## src/rtl/ddr_read_arbiter_pkg.sv

```systemverilog
// Shared DDR types and arbiter configuration for the read-port arbiter.
// Also carries the round-robin wrap helper used when advancing the pointer.
package ddr_read_arbiter_pkg;

    typedef logic [31:0] ddr_address_t;
    typedef logic [63:0] ddr_data_t;

    localparam int unsigned NumDdrRequesters     = 4;
    localparam int unsigned DdrReadTimeoutCycles = 1024;

    typedef logic [$clog2(NumDdrRequesters)-1:0] requester_id_t;

    typedef enum logic [1:0] {
        IDLE,
        ISSUE,
        WAIT_DATA
    } arb_state_e;

    // Index of the client after 'id', wrapping back to 0 past the last client.
    function automatic int unsigned wrap_next(input int unsigned id, input int unsigned n);
        return (id + 1 >= n) ? 0 : id + 1;
    endfunction

endpackage

```

## src/rtl/ddr_read_arbiter_rr_picker.sv

```systemverilog
// Combinational round-robin search: first set request at or above ptr,
// wrapping around; any_valid reports whether a grant exists at all.
module ddr_read_arbiter_rr_picker #(
    parameter int unsigned NumRequesters = 4,
    localparam int unsigned IdW = (NumRequesters > 1) ? $clog2(NumRequesters) : 1
) (
    input  logic [NumRequesters-1:0] req,
    input  logic [IdW-1:0]           ptr,
    output logic [IdW-1:0]           grant,
    output logic                     any_valid
);

    int unsigned idx;

    always_comb begin
        grant     = '0;
        any_valid = 1'b0;
        idx       = 0;
        for (int unsigned i = 0; i < NumRequesters; i++) begin
            idx = 32'(ptr) + i;
            if (idx >= NumRequesters) begin
                idx = idx - NumRequesters;
            end
            if (!any_valid && req[IdW'(idx)]) begin
                any_valid = 1'b1;
                grant     = IdW'(idx);
            end
        end
    end

endmodule

```

## src/rtl/ddr_read_arbiter.sv

```systemverilog
// Shares the single DDR read port among several streaming clients, one read
// in flight at a time, granted round-robin with a per-read timeout.
module ddr_read_arbiter
    import ddr_read_arbiter_pkg::*;
#(
    parameter int unsigned NumRequesters = NumDdrRequesters,
    parameter int unsigned TimeoutCycles = DdrReadTimeoutCycles
) (
    input  logic                              clk_i,
    input  logic                              rst_ni,
    input  logic [NumRequesters-1:0]          req_valid_i,
    input  ddr_address_t [NumRequesters-1:0]  req_address_i,
    output logic [NumRequesters-1:0]          req_ready_o,
    output logic [NumRequesters-1:0]          rsp_valid_o,
    output ddr_data_t                         rsp_data_o,
    output logic                              rsp_error_o,
    output ddr_address_t                      ddr_address_o,
    output logic                              ddr_r_en_o,
    input  ddr_data_t                         ddr_r_data_i,
    input  logic                              ddr_r_valid_i,
    input  logic                              ddr_waitrequest_n_i,
    output logic                              busy_o,
    output logic                              timeout_sticky_o
);

    localparam int unsigned IdW  = $clog2(NumRequesters);
    localparam int unsigned CntW = $clog2(TimeoutCycles) + 1;

    typedef logic [IdW-1:0]  id_t;
    typedef logic [CntW-1:0] cnt_t;

    localparam cnt_t CntLast = CntW'(TimeoutCycles - 1);
    localparam logic [NumRequesters-1:0] OneHotBase = NumRequesters'(1);

    arb_state_e state_q, state_d;

    id_t          rr_ptr_q;
    id_t          grant_q;
    ddr_address_t addr_q;
    cnt_t         cnt_q;

    logic [NumRequesters-1:0] rsp_valid_q;
    logic                     rsp_error_q;
    ddr_data_t                rsp_data_q;
    logic                     sticky_q;

    id_t  pick_id;
    logic pick_any;

    logic accept;
    logic launch;
    logic rsp_ok;
    logic rsp_timeout;
    logic wait_tick;

    ddr_read_arbiter_rr_picker #(
        .NumRequesters(NumRequesters)
    ) u_picker (
        .req      (req_valid_i),
        .ptr      (rr_ptr_q),
        .grant    (pick_id),
        .any_valid(pick_any)
    );

    always_ff @(posedge clk_i or negedge rst_ni) begin
        if (!rst_ni) begin
            state_q <= IDLE;
        end else begin
            state_q <= state_d;
        end
    end

    // The ready pulse is combinational so a request is accepted in the very
    // cycle the arbiter is idle, including the cycle a response is visible.
    always_comb begin
        state_d       = state_q;
        accept        = 1'b0;
        launch        = 1'b0;
        rsp_ok        = 1'b0;
        rsp_timeout   = 1'b0;
        wait_tick     = 1'b0;
        req_ready_o   = '0;
        ddr_r_en_o    = 1'b0;
        ddr_address_o = '0;
        busy_o        = (state_q != IDLE);
        unique case (state_q)
            IDLE: begin
                if (pick_any && rst_ni) begin
                    accept      = 1'b1;
                    req_ready_o = OneHotBase << pick_id;
                    state_d     = ISSUE;
                end
            end
            ISSUE: begin
                ddr_r_en_o    = 1'b1;
                ddr_address_o = addr_q;
                if (ddr_waitrequest_n_i) begin
                    launch  = 1'b1;
                    state_d = WAIT_DATA;
                end
            end
            WAIT_DATA: begin
                if (ddr_r_valid_i && ddr_waitrequest_n_i) begin
                    rsp_ok  = 1'b1;
                    state_d = IDLE;
                end else if (cnt_q == CntLast) begin
                    rsp_timeout = 1'b1;
                    state_d     = IDLE;
                end else begin
                    wait_tick = 1'b1;
                end
            end
            default: begin
                state_d = IDLE;
            end
        endcase
    end

    always_ff @(posedge clk_i or negedge rst_ni) begin
        if (!rst_ni) begin
            grant_q <= '0;
            addr_q  <= '0;
        end else if (accept) begin
            grant_q <= pick_id;
            addr_q  <= req_address_i[pick_id];
        end
    end

    // Saturating wait counter; restarted whenever a read leaves ISSUE.
    always_ff @(posedge clk_i or negedge rst_ni) begin
        if (!rst_ni) begin
            cnt_q <= '0;
        end else if (launch) begin
            cnt_q <= '0;
        end else if (wait_tick && (cnt_q != '1)) begin
            cnt_q <= cnt_q + 1'b1;
        end
    end

    // Response pulse lasts one cycle; data holds until the next completion.
    always_ff @(posedge clk_i or negedge rst_ni) begin
        if (!rst_ni) begin
            rsp_valid_q <= '0;
            rsp_error_q <= 1'b0;
            rsp_data_q  <= '0;
            sticky_q    <= 1'b0;
            rr_ptr_q    <= '0;
        end else begin
            rsp_valid_q <= '0;
            rsp_error_q <= 1'b0;
            if (rsp_ok) begin
                rsp_valid_q <= OneHotBase << grant_q;
                rsp_data_q  <= ddr_r_data_i;
                rr_ptr_q    <= id_t'(wrap_next(32'(grant_q), NumRequesters));
            end else if (rsp_timeout) begin
                rsp_valid_q <= OneHotBase << grant_q;
                rsp_error_q <= 1'b1;
                rsp_data_q  <= '0;
                sticky_q    <= 1'b1;
                rr_ptr_q    <= id_t'(wrap_next(32'(grant_q), NumRequesters));
            end
        end
    end

    assign rsp_valid_o      = rsp_valid_q;
    assign rsp_error_o      = rsp_error_q;
    assign rsp_data_o       = rsp_data_q;
    assign timeout_sticky_o = sticky_q;

endmodule

```

## config.mk

```make
export PLATFORM = sky130hd
export DESIGN_NAME = ddr_read_arbiter
export DESIGN_NICKNAME = d
export VERILOG_FILES = /design/src/rtl/ddr_read_arbiter_pkg.sv /design/src/rtl/ddr_read_arbiter_rr_picker.sv /design/src/rtl/ddr_read_arbiter.sv
export SDC_FILE = /design/constraint.sdc
export NUM_CORES = 1
export LEC_CHECK = 0
export ABC_CLOCK_PERIOD_IN_PS = 2040
export BUFFER_PORTS_ARGS = -buffer_cell sky130_fd_sc_hd__buf_2
export CAP_MARGIN = 0
export CORE_AREA = 3 3 136 138
export CTS_CLUSTER_SIZE = 12
export DETAILED_ROUTE_END_ITERATION = 12
export DIE_AREA = 0 0 139 141
export GPL_TIMING_DRIVEN = 0
export SKIP_CTS_REPAIR_TIMING = 1
export SLEW_MARGIN = 10
export SYNTH_ARGS = -nofsm -noshare
export SYNTH_HDL_FRONTEND = slang
export SYNTH_SLANG_ARGS = --single-unit
export TNS_END_PERCENT = 50
```

## constraint.sdc

```tcl
create_clock -name clk_i -period 2.04 [get_ports clk_i]
set_input_delay 0.306 -clock clk_i [delete_from_list [all_inputs] [get_ports clk_i]]
set_output_delay 0.306 -clock clk_i [all_outputs]
set_load 0.01 [all_outputs]
```

Word level (Yosys, flattened, before mapping)
Cells that the tools add are included.
{"block": "word_totals", "reg_bits": 119, "out_inout_bits": 108, "wordCells": 107}
{"block": "classes", "addsub": 9, "magnitude_cmp": 10, "eq_ne": 7, "shifts": 2, "muxes": 54, "n_bitwise": 1, "reduce_logical": 15}
{"op": "$mux 64", "count": 2}
{"op": "$bmux 32 s2", "count": 1}
{"op": "$mux 32", "count": 2}
{"op": "$mux 2", "count": 15}
{"op": "$mux 1", "count": 23}
{"op": "$mux 11", "count": 2}
{"op": "$mux 4", "count": 4}
{"op": "$lt 2x3->1 const B", "count": 5}
{"op": "$ge 3x3->1 const B", "count": 4}
{"op": "$add 11x1->11 const B", "count": 1}
{"op": "$eq 11x10->1 const B", "count": 1}
{"op": "$ne 11x11->1 const B", "count": 1}
{"op": "$bmux 1 s2", "count": 4}
{"op": "$shl 1x2->4 const A", "count": 2}
{"op": "$sub 2x1->2 const B", "count": 4}
{"op": "$add 2x1->3 const B", "count": 2}
{"op": "$add 2x2->3 const B", "count": 2}
{"op": "$logic_and 1x1->1", "count": 6}
{"op": "$pmux 2 s3", "count": 1}
{"op": "$reduce_bool 2->1", "count": 3}
{"op": "$ne 2x2->1 const B", "count": 2}
{"op": "$ge 2x3->1 const B", "count": 1}
{"op": "$logic_not 1->1", "count": 3}
{"op": "$ne 3x3->1 const B", "count": 1}
{"op": "other kinds (6)", "count": 6}

Logic depth before layout (Yosys ltp)
{"block": "logic_depth", "depth_word": 17, "depth_mapped": 8, "ltp_nobuf": 6}

Cells and area by module
Synthesis repeated with hierarchy kept, for this count alone.
{"block": "unflattened", "hier_cells": 611, "hier_area_um2": 5880.6}
{"module": "ddr_read_arbiter", "instances": 1, "cells_per_inst": 596, "area_per_inst_um2": 5803.1, "seq_area_each_um2": 2977.9}
{"module": "ddr_read_arbiter_rr_picker", "instances": 1, "cells_per_inst": 15, "area_per_inst_um2": 77.6, "seq_area_each_um2": 0.0}

Worst setup path after synthesis
No wires, ideal clock.
{"block": "synth_path", "path_kind": "register to output", "from": "reg rr_ptr_q[1]", "to": "out req_ready_o[1]", "t_arrival_ps": 1608, "t_required_ps": 1734, "slack_ps": 126, "path_stages_with_launch": 8, "n_path_buf": 3, "cell_sequence": "dfrtp_1 -> o21bai_1 -> a221o_1 -> and2_4 -> buf_6 -> buf_6 -> buf_6 -> nor3_1"}
{"block": "synth_between", "elab_chain_len": 17, "word_cells_on_any_way": 41, "cone_classes": "7 x add/sub; 4 x order compare; 1 x shift; 22 x mux; 7 x reduce/logical"}
{"item": "from (decl)", "line": "ddr_read_arbiter.sv:37", "text": "id_t rr_ptr_q;"}
{"item": "from (signal assigned)", "line": "ddr_read_arbiter.sv:154", "text": "rr_ptr_q <= id_t'(wrap_next(32'(grant_q), NumRequesters));"}
{"item": "from (signal assigned)", "line": "ddr_read_arbiter.sv:160", "text": "rr_ptr_q <= id_t'(wrap_next(32'(grant_q), NumRequesters));"}
{"item": "branches (longest 15 deep; another with $add 2x1->3)"}
{"item": "$mux 4 (*)", "line": "ddr_read_arbiter.sv:88", "text": "if (pick_any && rst_ni) begin"}
{"item": "$mux 4 (*)", "line": "ddr_read_arbiter.sv:86", "text": "unique case (state_q)"}
{"item": "to (decl)", "line": "ddr_read_arbiter.sv:13", "text": "output logic [NumRequesters-1:0] req_ready_o,"}
Every way passes the cells marked *. The select of a mux whose other input is x is not followed.

Worst setup path in the final report
Ends and elaborated chain as after synthesis.

==> key figures <==
CTS
  • CTS Buf Count: 17
  • Clock sink total: ~120
  • CTS root buffer: clkbuf_16
  • H-tree depth: 4
  • CTS tree: done
  • CTS max path bufs: 2
  • Worst-path clk slew: approximately 0.060 ns
  • Skew-Pair Late Insertion Delay: 0.41 ns

Global routing
  • Largest net degree at the start of global routing: 67
  • Initial antenna violation count: 0
  • Gr busiest metal: met2
  • M1 GR Usage: 0.236
  • First-pass GRT wire length: 30,700 um
  • Vias in the first global route: 5,763
  • Grt ovf: 0
  • Met2 Usage GRT: 0.326
  • Overall global routing resource usage: 0.197
  • Met3 Track Usage GR: 0.0770

Worst setup path
  • Kind of critical path: reg -> out
  • Cell mode on critical path: buf_12
  • Startpoint Class: flip-flop
  • Worst-path fanout max: 5
  • Type of destination of the critical path: primary output
  • Critical path arrival: 1.96 ns
  • Crit Reg-Reg Startpoint: cnt_q[0]$_DFFE_PN0P_
  • Req. time, crit path: between 1.5 and 2 ns
  • Worst Setup SP: rr_ptr_q[1]$_DFFE_PN0P_
  • Crit-path max cell delay: 0.43 ns
  • Critical path, cell by cell: o21bai_1 > a221o_1 > and2_4 > buf_12 > buf_12 > nor3_4 > buf_2
  • Crit-path slowest cell: dfrtp_2

Synth
  • Synth Instances: 613
  • Synth Area in Compound Gates: 0.145
  • Largest family of logic cells by synthesized area: simple AND/OR/NAND/NOR gates
  • Area of the mapped netlist: 6060 um2
  • Number of synthesized flops with an enable pin: 0
  • Top FF cell, synth: dfrtp_1
  • Netlist cell types: 37
  • Syn. warnings: 0
  • Mean Syn Cell Area: 9.89 um2
  • Synth Area in XOR/XNOR: 0.0101
  • Post-synth ARST share: 1.00
  • Adder-Cell Fraction of Synth Area: 0.0103
  • Mux cell area share after synthesis: 0.113
  • Sequential share of the synthesized area: 0.491
  • Synthesized flop and latch total: roughly 120
  • Synthesized netlist net count: ~800
  • Post-Synth Simple-Gate Area: 0.186

Placed design
  • I/O Buffers: 307
  • GP Congestion: between 0.7 and 0.8
  • DP Area: 7910 um2
  • DPL Wire Length: around 15,000 um

Route
  • Routed vias/inst: 4.73
  • Iteration-0 DRC Markers: between 100 and 150
  • Drt first pass iters: 5
  • Remaining antenna violation count: 0
  • DR vias: 5,666
  • Wire per inst: about 16 um
  • Routed WL: 19,800 um
  • # DRC: 0

Timing
  • Max-slew violations: 0
  • Fmax: about 0.44 GHz
  • Setup Skew: 0.0121 ns
  • Fin. Hold Viols: 0
  • Min Tclk post-route: 2.27 ns
  • Final setup fails: 4
  • Least-Margin Pin Slew: 0.529 ns
  • RSZ-0062 raised after global routing: yes
  • Worst setup margin: -0.228 ns
  • Slew headroom: 0.647
  • Min Hold Slack: 0.102 ns
  • Final worst-path cycle share: 1.11

Die
  • Area of the core: 17,300 um2
  • Die Wd: 139 um
  • Starting Density: 0.350
  • I/O pins: around 310
  • Die height: 141 um
  • Rows: 48
  • Die ar.: between 15,000 and 20,000 um2

Job
  • Max Cap Viol: 0

Finish
  • # fillers: 1,664
  • Layout Utilization: 0.514
  • Share of layout cells above drive strength 1: 0.443
  • Commonest non-fill, non-tap cell in the layout: buf_2
  • Layout Area Growth over Synthesis: 46.7%
  • N_diodes: 0
  • FF+latch area: ~3000 um2
  • Most frequent cells in the layout: buf_2 (314), nand2_1 (172), dfrtp_1 (118), o21ai_1 (68), mux2i_1 (63)
  • Area of the multi-input gates: 2890 um2
  • Post-layout nets: 1,166
  • Design area: 8890 um2

Worst hold path
  • Min-delay src: ddr_r_data_i[30]
  • Min-delay worst type: in -> reg

Power
  • Pwr dens: 1340 nW/um2
  • Maximum vdd drop: 0.000578 V
  • Leakage: 4.71 nW

Outcome
  • Failing checks: negative setup slack
  • Outcome: finished with violations
-- flip-flops by register name (all words and copies together) (netlist names) --
register	count
addr_q	32
cnt_q	11
grant_q	2
rr_ptr_q	2
rsp_data_o	64
rsp_error_o	1
rsp_valid_o	4
state_q	2
timeout_sticky_o	1
-- through the flow --
stage / power [W] / setup TNS [ns] / setup slack (ns) / std cells
final: 0.0119 / -0.809 / -0.228 / 1198
after CTS: 0.0116 / -17.02 / -0.601 / 1177
after global routing: 0.0127 / -1.73 / -0.326 / 1198
after detailed placement: 0.00857 / -23.34 / -0.611 / 1146
after global placement: 0.00850 / -184.76 / -1.91 / 1145
after floorplan: 0.00675 / 0 / 0.126 / 613
-- path summary, 6_finish.rpt --
check	end	slack [ns]	cells after the start
setup / recovery	req_ready_o[1]	-0.23	7
hold / removal	rsp_data_o[30]$_DFFE_PN0P_	0.10	3
setup reg to reg	rr_ptr_q[1]$_DFFE_PN0P_	0.08	7
hold reg to reg	timeout_sticky_o$_DFFE_PN0P_	0.47	1
max in group asynchronous	rsp_data_o[58]$_DFFE_PN0P_	1.16	4
min in group asynchronous	rsp_data_o[9]$_DFFE_PN0P_	0.51	3
-- per-layer routing --
layer / wire (um) / up-vias
li1: - / 2800
met1: 8170 / 2605
met2: 9490 / 242
met3: 1790 / 19
met4: 298 / 0
met5: 0 / -
-- critical path, delay by kind of cell (launching register included) --
family | cells | cell delay [ns]
AO/OA/AOI/OAI | 2 | 0.44
flip-flops | 1 | 0.43
buffers and inverters | 3 | 0.40
AND/OR/NAND/NOR | 2 | 0.29
-- kinds of logic (layout without fill, tap and decap cells) --
family | count (synthesis) | count (layout)
and+or+nand+nor | 253 | 253
DFF | 119 | 119
adders and majority gates | 5 | 5
AOI/OAI and AO/OA | 110 | 110
buffers and inverters | 51 | 411
muxes | 68 | 68
xor gates and xnor gates | 7 | 7
-- cell usage after synthesis (5+ instances only) --
master	count	share of area
nor2_1	10	0.0062
o21ai_1	68	0.056
dfrtp_1	119	0.49
clkbuf_1	19	0.012
buf_2	13	0.011
nor3_1	7	0.0058
buf_6	8	0.015
and2_1	34	0.035
nand2_1	172	0.11
inv_1	6	0.0037
o221ai_2	29	0.072
ha_1	5	0.010
mux2i_1	67	0.11
nor2b_1	7	0.0072
-- area by class of cell --
cell class / count / share of cell area
plain buffers: 43 / 0.0331
clock buffers: 22 / 0.0511
clock inverters: 9 / 0.0142
inverters: 6 / 0.00253
multi-input cells: 443 / 0.325
flip-flops and latches: 119 / 0.335
well taps: 225 / 0.0317
repair buffers: 331 / 0.207
-- where the power goes --
part / leakage, nW / switching (W) / total [W] / internal (W)
Sequential: 1.51 / 0.000498 / 0.00381 / 0.00332
Combinational: 2.92 / 0.00271 / 0.00508 / 0.00237
Clock: 0.284 / 0.00104 / 0.00298 / 0.00194
Note: power is estimated with default switching activity, not from simulation.
